[src/rtl/pipelined_shifter_pkg.sv]
// Shared types and the single-stage shift helper for the pipelined barrel shifter.
package shift_pkg;

  typedef enum logic [1:0] {
    SH_SLL = 2'b00,
    SH_SRL = 2'b01,
    SH_SRA = 2'b10,
    SH_ROL = 2'b11
  } shift_mode_e;

  // Widest operand the helper supports; stages zero-extend into this width.
  localparam int unsigned MAX_W     = 64;
  localparam int unsigned MAX_IDX_W = 6;

  // Shift the low w bits of data by 2**k in the given mode; bits above w are returned as 0.
  function automatic logic [MAX_W-1:0] shift_by_pow2(input logic [MAX_W-1:0] data,
                                                     input shift_mode_e      mode,
                                                     input int unsigned      k,
                                                     input int unsigned      w);
    logic [MAX_W-1:0] res;
    int unsigned      s;
    s   = 32'(1) << k;
    res = '0;
    for (int unsigned i = 0; i < MAX_W; i++) begin
      if (i < w) begin
        unique case (mode)
          SH_SLL: res[MAX_IDX_W'(i)] = (i >= s) ? data[MAX_IDX_W'(i - s)] : 1'b0;
          SH_SRL: res[MAX_IDX_W'(i)] = (i + s < w) ? data[MAX_IDX_W'(i + s)] : 1'b0;
          SH_SRA: res[MAX_IDX_W'(i)] = (i + s < w) ? data[MAX_IDX_W'(i + s)]
                                                    : data[MAX_IDX_W'(w - 1)];
          SH_ROL: res[MAX_IDX_W'(i)] = data[MAX_IDX_W'((i + w - s) % w)];
        endcase
      end
    end
    return res;
  endfunction

endpackage

[src/rtl/pipelined_shifter_if.sv]
// Operand/result handshake bundle between capture logic, the shifter and the display path.
interface pipelined_shifter_if
  import shift_pkg::*;
#(
  parameter int unsigned WIDTH = 8
);
  localparam int unsigned SHAMT_W = $clog2(WIDTH);

  logic               in_valid;
  logic               in_ready;
  logic [WIDTH-1:0]   in_data;
  logic [SHAMT_W-1:0] in_shamt;
  shift_mode_e        in_mode;
  logic               out_valid;
  logic               out_ready;
  logic [WIDTH-1:0]   out_data;
  logic               out_overflow;
  logic               out_zero;

  modport master (
    output in_valid, in_data, in_shamt, in_mode, out_ready,
    input  in_ready, out_valid, out_data, out_overflow, out_zero
  );

  modport slave (
    input  in_valid, in_data, in_shamt, in_mode, out_ready,
    output in_ready, out_valid, out_data, out_overflow, out_zero
  );

endinterface

[src/rtl/pipelined_shifter_stage.sv]
// One registered barrel-shifter stage: resolves shift-amount bit K and accumulates SLL overflow.
module shift_stage
  import shift_pkg::*;
#(
  parameter int unsigned WIDTH = 8,
  parameter int unsigned K     = 0,
  localparam int unsigned SHAMT_W = $clog2(WIDTH)
) (
  input  logic               clk,
  input  logic               rst_n,
  input  logic               adv,
  input  logic               in_valid,
  input  logic [WIDTH-1:0]   in_data,
  input  shift_mode_e        in_mode,
  input  logic [SHAMT_W-1:0] in_shamt,
  input  logic               in_ovf,
  output logic               out_valid,
  output logic [WIDTH-1:0]   out_data,
  output shift_mode_e        out_mode,
  output logic [SHAMT_W-1:0] out_shamt,
  output logic               out_ovf,
  output logic [WIDTH-1:0]   nxt_data_c
);

  localparam int unsigned SH = 32'(1) << K;

  logic [MAX_W-1:0] shifted_c;
  logic             lost_c;
  logic             nxt_ovf_c;

  assign shifted_c = shift_by_pow2(MAX_W'(in_data), in_mode, K, WIDTH);

  // Upper helper bits are always zero for narrower operands.
  if (WIDTH < MAX_W) begin : g_hi
    logic unused_hi;
    assign unused_hi = |shifted_c[MAX_W-1:WIDTH];
  end

  always_comb begin
    nxt_data_c = in_data;
    lost_c     = |in_data[WIDTH-1 -: SH];
    nxt_ovf_c  = in_ovf;
    if (in_shamt[K]) begin
      nxt_data_c = shifted_c[WIDTH-1:0];
      nxt_ovf_c  = in_ovf | ((in_mode == SH_SLL) && lost_c);
    end
  end

  always_ff @(posedge clk or negedge rst_n) begin
    if (!rst_n) begin
      out_valid <= 1'b0;
      out_data  <= '0;
      out_mode  <= SH_SLL;
      out_shamt <= '0;
      out_ovf   <= 1'b0;
    end else if (adv) begin
      out_valid <= in_valid;
      out_data  <= nxt_data_c;
      out_mode  <= in_mode;
      out_shamt <= in_shamt;
      out_ovf   <= nxt_ovf_c;
    end
  end

endmodule

[src/rtl/pipelined_shifter.sv]
// Pipelined barrel shifter: log2(WIDTH) lock-step stages under a single global advance enable.
module pipelined_shifter
  import shift_pkg::*;
#(
  parameter int unsigned WIDTH = 8
) (
  input logic                clk,
  input logic                rst_n,
  pipelined_shifter_if.slave bus
);

  localparam int unsigned SHAMT_W = $clog2(WIDTH);
  localparam int unsigned STAGES  = SHAMT_W;

  logic               adv_c;
  logic               zero_q;
  logic               valid_q [STAGES+1];
  logic [WIDTH-1:0]   data_q  [STAGES+1];
  shift_mode_e        mode_q  [STAGES+1];
  logic [SHAMT_W-1:0] shamt_q [STAGES+1];
  logic               ovf_q   [STAGES+1];
  logic [WIDTH-1:0]   nxt_data_c [STAGES];

  // Whole pipe moves together unless a valid result is being held back.
  assign adv_c        = !bus.out_valid || bus.out_ready;
  assign bus.in_ready = adv_c;

  assign valid_q[0] = bus.in_valid;
  assign data_q[0]  = bus.in_data;
  assign mode_q[0]  = bus.in_mode;
  assign shamt_q[0] = bus.in_shamt;
  assign ovf_q[0]   = 1'b0;

  for (genvar k = 0; k < STAGES; k++) begin : g_stage
    shift_stage #(
      .WIDTH (WIDTH),
      .K     (k)
    ) u_stage (
      .clk        (clk),
      .rst_n      (rst_n),
      .adv        (adv_c),
      .in_valid   (valid_q[k]),
      .in_data    (data_q[k]),
      .in_mode    (mode_q[k]),
      .in_shamt   (shamt_q[k]),
      .in_ovf     (ovf_q[k]),
      .out_valid  (valid_q[k+1]),
      .out_data   (data_q[k+1]),
      .out_mode   (mode_q[k+1]),
      .out_shamt  (shamt_q[k+1]),
      .out_ovf    (ovf_q[k+1]),
      .nxt_data_c (nxt_data_c[k])
    );
  end

  // Zero flag is captured alongside the final data rather than decoded from it.
  always_ff @(posedge clk or negedge rst_n) begin
    if (!rst_n) begin
      zero_q <= 1'b0;
    end else if (adv_c) begin
      zero_q <= (nxt_data_c[STAGES-1] == '0);
    end
  end

  assign bus.out_valid    = valid_q[STAGES];
  assign bus.out_data     = data_q[STAGES];
  assign bus.out_overflow = ovf_q[STAGES];
  assign bus.out_zero     = zero_q;

endmodule

[src/flat_wrapper.sv]
// flat-port wrapper written by rule: the top's interface ports become plain ports
module pipelined_shifter_flat import shift_pkg::*;
#(
  parameter int unsigned WIDTH = 8
)
  (clk, rst_n, bus_in_valid, bus_in_data, bus_in_shamt, bus_in_mode, bus_out_ready, bus_in_ready, bus_out_valid, bus_out_data, bus_out_overflow, bus_out_zero);
  pipelined_shifter_if #(.WIDTH(WIDTH)) bus_i ();
  input logic clk;
  input logic rst_n;
  input wire logic [$bits(bus_i.in_valid)-1:0] bus_in_valid;
  input wire logic [$bits(bus_i.in_data)-1:0] bus_in_data;
  input wire logic [$bits(bus_i.in_shamt)-1:0] bus_in_shamt;
  input wire logic [$bits(bus_i.in_mode)-1:0] bus_in_mode;
  input wire logic [$bits(bus_i.out_ready)-1:0] bus_out_ready;
  output wire logic [$bits(bus_i.in_ready)-1:0] bus_in_ready;
  output wire logic [$bits(bus_i.out_valid)-1:0] bus_out_valid;
  output wire logic [$bits(bus_i.out_data)-1:0] bus_out_data;
  output wire logic [$bits(bus_i.out_overflow)-1:0] bus_out_overflow;
  output wire logic [$bits(bus_i.out_zero)-1:0] bus_out_zero;
  assign bus_i.in_valid = bus_in_valid;
  assign bus_i.in_data = bus_in_data;
  assign bus_i.in_shamt = bus_in_shamt;
  assign bus_i.in_mode = bus_in_mode;
  assign bus_i.out_ready = bus_out_ready;
  assign bus_in_ready = bus_i.in_ready;
  assign bus_out_valid = bus_i.out_valid;
  assign bus_out_data = bus_i.out_data;
  assign bus_out_overflow = bus_i.out_overflow;
  assign bus_out_zero = bus_i.out_zero;
  pipelined_shifter #(.WIDTH(WIDTH)) u_core (.clk(clk), .rst_n(rst_n), .bus(bus_i));
endmodule
[config.mk]
export PLATFORM = sky130hd
export DESIGN_NAME = pipelined_shifter_flat
export DESIGN_NICKNAME = d
export VERILOG_FILES = /design/src/rtl/pipelined_shifter_pkg.sv /design/src/rtl/pipelined_shifter_if.sv /design/src/rtl/pipelined_shifter_stage.sv /design/src/rtl/pipelined_shifter.sv /design/src/flat_wrapper.sv
export SDC_FILE = /design/constraint.sdc
export NUM_CORES = 1
export LEC_CHECK = 0
export BUFFER_PORTS_ARGS = -buffer_cell sky130_fd_sc_hd__buf_2
export CAP_MARGIN = 20
export CORE_MARGIN = 10
export CORE_UTILIZATION = 50
export DETAILED_ROUTE_END_ITERATION = 7
export PLACE_DENSITY = 0.7
export SKIP_CTS_REPAIR_TIMING = 1
export SYNTH_ARGS = -nofsm -noshare
export SYNTH_HDL_FRONTEND = slang
export SYNTH_HIERARCHICAL = 1
export SYNTH_SLANG_ARGS = --single-unit
[constraint.sdc]
create_clock -name clk -period 1.68 [get_ports clk]
set_input_delay 0.336 -clock clk [delete_from_list [all_inputs] [get_ports clk]]
set_output_delay 0.336 -clock clk [all_outputs]
set_load 0.01 [all_outputs]
# ---- Yosys cells after proc, flatten, opt, wreduce, memory -nomap -nowiden
# Index checks and enable logic that the tools add are counted.
dict set report totals {
  reg_bits 41
  latch_bits 0
  ramBits 0
  mem_bits_ro 0
  input_bits 17
  out_inout_bits 12
  wordCells 72
  memories 0
}
dict set report classes {
  n_addsub 0
  multipliers 0
  div_mod_pow 0
  n_lt_le_gt_ge 0
  n_eq_ne 9
  shifts 0
  mux 30
  bitwise 2
  n_reduce_logical 17
}
# op count
set ops {}
lappend ops {{$pmux 1 s3} 10}
lappend ops {{$pmux 1 s2} 14}
lappend ops {{$mux 8} 3}
lappend ops {{$eq 2x2->1 const B} 6}
lappend ops {{$reduce_or 2->1} 6}
lappend ops {{$logic_not 8->1} 1}
lappend ops {{$eq 2x1->1 const B} 3}
lappend ops {{$logic_not 2->1} 3}
lappend ops {{$reduce_or 4->1} 1}
lappend ops {{$logic_and 1x1->1} 3}
lappend ops {{$mux 1} 3}
lappend ops {{$reduce_or 3->1} 1}
lappend ops {{$or 1x1->1} 2}
lappend ops {{$logic_not 1->1} 1}
lappend ops {{$logic_or 1x1->1} 1}

# ---- Logic depth before layout (Yosys ltp)
dict set report depth {
  depth_word 5
  mapped_depth 7
  depth_no_buf 7
}

# ---- Hierarchy
# Netlist, hierarchy kept.
# module instances cells_each area_each_um2 seq_area_each_um2
set by_module_without_submodules {}
lappend by_module_without_submodules {{shift_stage at u_core.g_stage[1].u_stage} 1 80 832.0 375.4}
lappend by_module_without_submodules {{shift_stage at u_core.g_stage[0].u_stage} 1 72 804.5 375.4}
lappend by_module_without_submodules {{shift_stage at u_core.g_stage[2].u_stage} 1 76 777.0 375.4}
lappend by_module_without_submodules {pipelined_shifter 1 7 77.6 25.0}

# ---- Worst setup path after synthesis
# No wires, ideal clock.
dict set report synth_path {
  kind {in2reg}
  start {input port bus_in_mode[0]}
  end {register u_core.g_stage[0].u_stage.out_data[7]}
  setup_ns 0.082
  t_arrival_ns 1.502
  required_ns 1.598
  path_slack_ns 0.096
  stages 5
  path_buffers 1
  path_cell_list {inv_1 > ha_1 > buf_6 > or4b_1 > a31oi_1}
}
dict set report synth_via {
  elab_chain_len 4
  word_cells_on_any_way 7
  cone_classes {eq/ne: 3; mux: 2; reduce/logical: 2}
}
# item line
set synth_rtl {}
lappend synth_rtl {{start: declaration} flat_wrapper.sv:13} ;# input wire logic [$bits(bus_i.in_mode)-1:0] bus_in_mode;
lappend synth_rtl {{$eq 2x2->1 / $logic_not 2->1 (equally long branches)} pipelined_shifter_pkg.sv:26} ;# unique case (mode)
lappend synth_rtl {{$reduce_or 2->1 (no line)} -}
lappend synth_rtl {{$pmux 1 s3 *} pipelined_shifter_pkg.sv:26}
lappend synth_rtl {{$mux 8 *} pipelined_shifter_stage.sv:43} ;# if (in_shamt[K]) begin
lappend synth_rtl {{end signal: assignment} pipelined_shifter_stage.sv:58} ;# out_data <= nxt_data_c;
lappend synth_rtl {{end: declaration} pipelined_shifter_stage.sv:18} ;# output logic [WIDTH-1:0] out_data,
# Mark *: on every way between the ends. The rest lies on a longest branch, timed or not.
# A chain may end at the register's enable or synchronous reset.

==> flow_metrics.tcl <==
set metrics [dict create \
    crit_arrival_ns 1.84 \
    synth_area_um2 2170 \
    grtUsageTotal 0.127 \
    clock-root-buffer "clkbuf_8" \
    grt_pass1_vias 1590 \
    post-route-period-util 0.957 \
    drtIter0Drc 129 \
    drv_slew 0 \
    area_delta_synth_final_pct 15.7 \
    critPathRequiredTime_ns 1.91 \
    grt_setup_unrepaired "yes" \
    status "finished, final reports clean" \
    worst_path_dominant_cell_family "simple AND/OR/NAND/NOR gates" \
    start_kind "register" \
    clock_latency_ns 0.29 \
    wire_per_inst_um 15.3 \
    cts_tree "built" \
    ios 29 \
    finClkSkew_ns 0.00815 \
    ir_drop_mv 0.679 \
    max_stage_delay_ns 0.35 \
    place_ws_ns 0.0501 \
    synth.avg_cell_area_um2 10.2 \
    fin_crit_ns 1.61 \
    setup_ws_ns 0.0721 \
    grt_remaining_overflow 0 \
    core-area_um2 4120 \
    crit_chain "inv_1 -> ha_1 -> and2_2 -> a31oi_2 -> o21bai_1 -> nor4_2 -> a31o_1" \
    syn_nets 243 \
    drive_gt1_frac 0.325 \
    critical_path_class "register to register" \
    fmax_mhz 622 \
    slowest_stage "dfrtp_1" \
    drv_cap 0 \
    diodes 0 \
    start_util 0.528 \
    fp.dieH_um 85.9 \
    finalWirelength_um 4520 \
    htree_levels 2 \
    vias 1595 \
    cts_inserted_buffers 5 \
    placedCellCount 289 \
    rows 23 \
    critPathBufInv 1 \
    hold_viol_final 0 \
    p_leak_nw 1.20 \
    clock_path_buffers 2 \
    grt_max_degree 41 \
    routabilityCongestion 0.839 \
    ys_warn_count 6 \
    dr.pass1.iters 4 \
    final_cell_count_no_fill 296 \
    portBuffers 28 \
    nets 276 \
    cp_max_fo 4 \
    synth_cells 213 \
    chipWidth_um 85.9 \
    p_per_area_nw_per_um2 1600 \
    viasPerCell 5.39 \
    cts_sinks 38 \
    hold_class "primary input to async pin" \
    drc 0 \
    setup_viol 0 \
    antenna_found_initial 0 \
    dieArea_um2 7380 \
    crit_path_end_kind "register" \
    hpwl_um 3250 \
    grt_pass1_wl_um 7710 \
    cts.clk_slew.worst_paths_ns 0.07 \
    postRouteAntennaNets 0 \
]
-- stage by stage --
stage | instance area, um2 | power, mW | hold WS (ns) | TNS (ns) | utilization
6_report | 2510 | 4.01 | 0.0826 | 0 | 0.611
5_1_grt | 2510 | 4.34 | 0.129 | -0.0289 | 0.611
4_1_cts | 2480 | 3.96 | 0.112 | 0 | 0.604
3_5_place_dp | 2410 | 3.36 | 0.417 | 0 | 0.585
3_3_place_gp | 2410 | 3.31 | 0.416 | 0 | 0.585
2_1_floorplan | 2170 | 2.83 | 0.0404 | 0 | -
-- metal layers --
layer | global-route usage | wire, um | vias up | part of all wire
met4 | 0.0584 | 66 | 0 | 0.015
li1 | - | - | 805 | -
met1 | 0.170 | 2250 | 763 | 0.50
met2 | 0.191 | 2080 | 22 | 0.46
met5 | 0 | 0 | - | 0
met3 | 0.0274 | 122 | 5 | 0.027
-- final timing paths --
check | startpoint | to | slack (ns) | depth (start not counted)
worst max-delay path | u_core/g_stage[1].u_stage/out_mode[0] | u_core/bus.out_zero | 0.07 | 7
worst min-delay path | rst_n | u_core/g_stage[0].u_stage/out_ovf | 0.08 | 2
worst max register to register | u_core/g_stage[1].u_stage/out_mode[0] | u_core/bus.out_zero | 0.07 | 7
worst min register to register | u_core/g_stage[1].u_stage/out_valid | u_core/g_stage[2].u_stage/out_valid | 0.50 | 1
max in group asynchronous | rst_n | u_core/g_stage[2].u_stage/out_data[3] | 1.24 | 2
min in group clk | bus_in_shamt[1] | u_core/g_stage[0].u_stage/out_shamt[1] | 0.28 | 2
-- layout by cell type (no fill, tap or decap), types with 2 or more instances in the layout --
master / instances
nor2_1: 21
a22o_2: 2
buf_12: 2
o21ai_2: 2
mux2i_1: 11
buf_4: 7
o21ai_1: 2
nand2b_1: 6
o22ai_1: 4
nand2_1: 15
clkinv_2: 2
ha_1: 11
buf_2: 28
a21oi_1: 12
mux2_2: 24
dfrtp_1: 38
inv_1: 13
nor2b_1: 8
clkbuf_8: 5
a31oi_1: 12
nor4_2: 2
o21ai_0: 2
-- sequential cells by signal, summed over array words and instances (netlist names) --
signal / cells
u_core/bus.out_zero: 1
u_core/g_stage.u_stage/out_mode: 4
u_core/g_stage.u_stage/out_data: 24
u_core/g_stage.u_stage/out_ovf: 3
u_core/g_stage.u_stage/out_valid: 3
u_core/g_stage.u_stage/out_shamt: 3
-- power breakdown --
group / switching (mW) / internal [mW] / leakage, nW
clock network: 0.311 / 0.279 / 0.0438
logic: 0.891 / 0.913 / 0.712
registers: 0.335 / 1.28 / 0.444
total: 1.54 / 2.48 / 1.20
-- area by class of cell --
| class | count | area [um2] |
|---|---|---|
| sequential | 38 | 951 |
| clock inverter | 2 | 10.0 |
| multi-input combinational | 150 | 1140 |
| timing repair buffer | 37 | 233 |
| inverter | 14 | 52.6 |
| tap | 50 | 62.6 |
| fill | 365 | 1600 |
| clock buffer | 5 | 68.8 |
(Power assumes the default switching activity.)
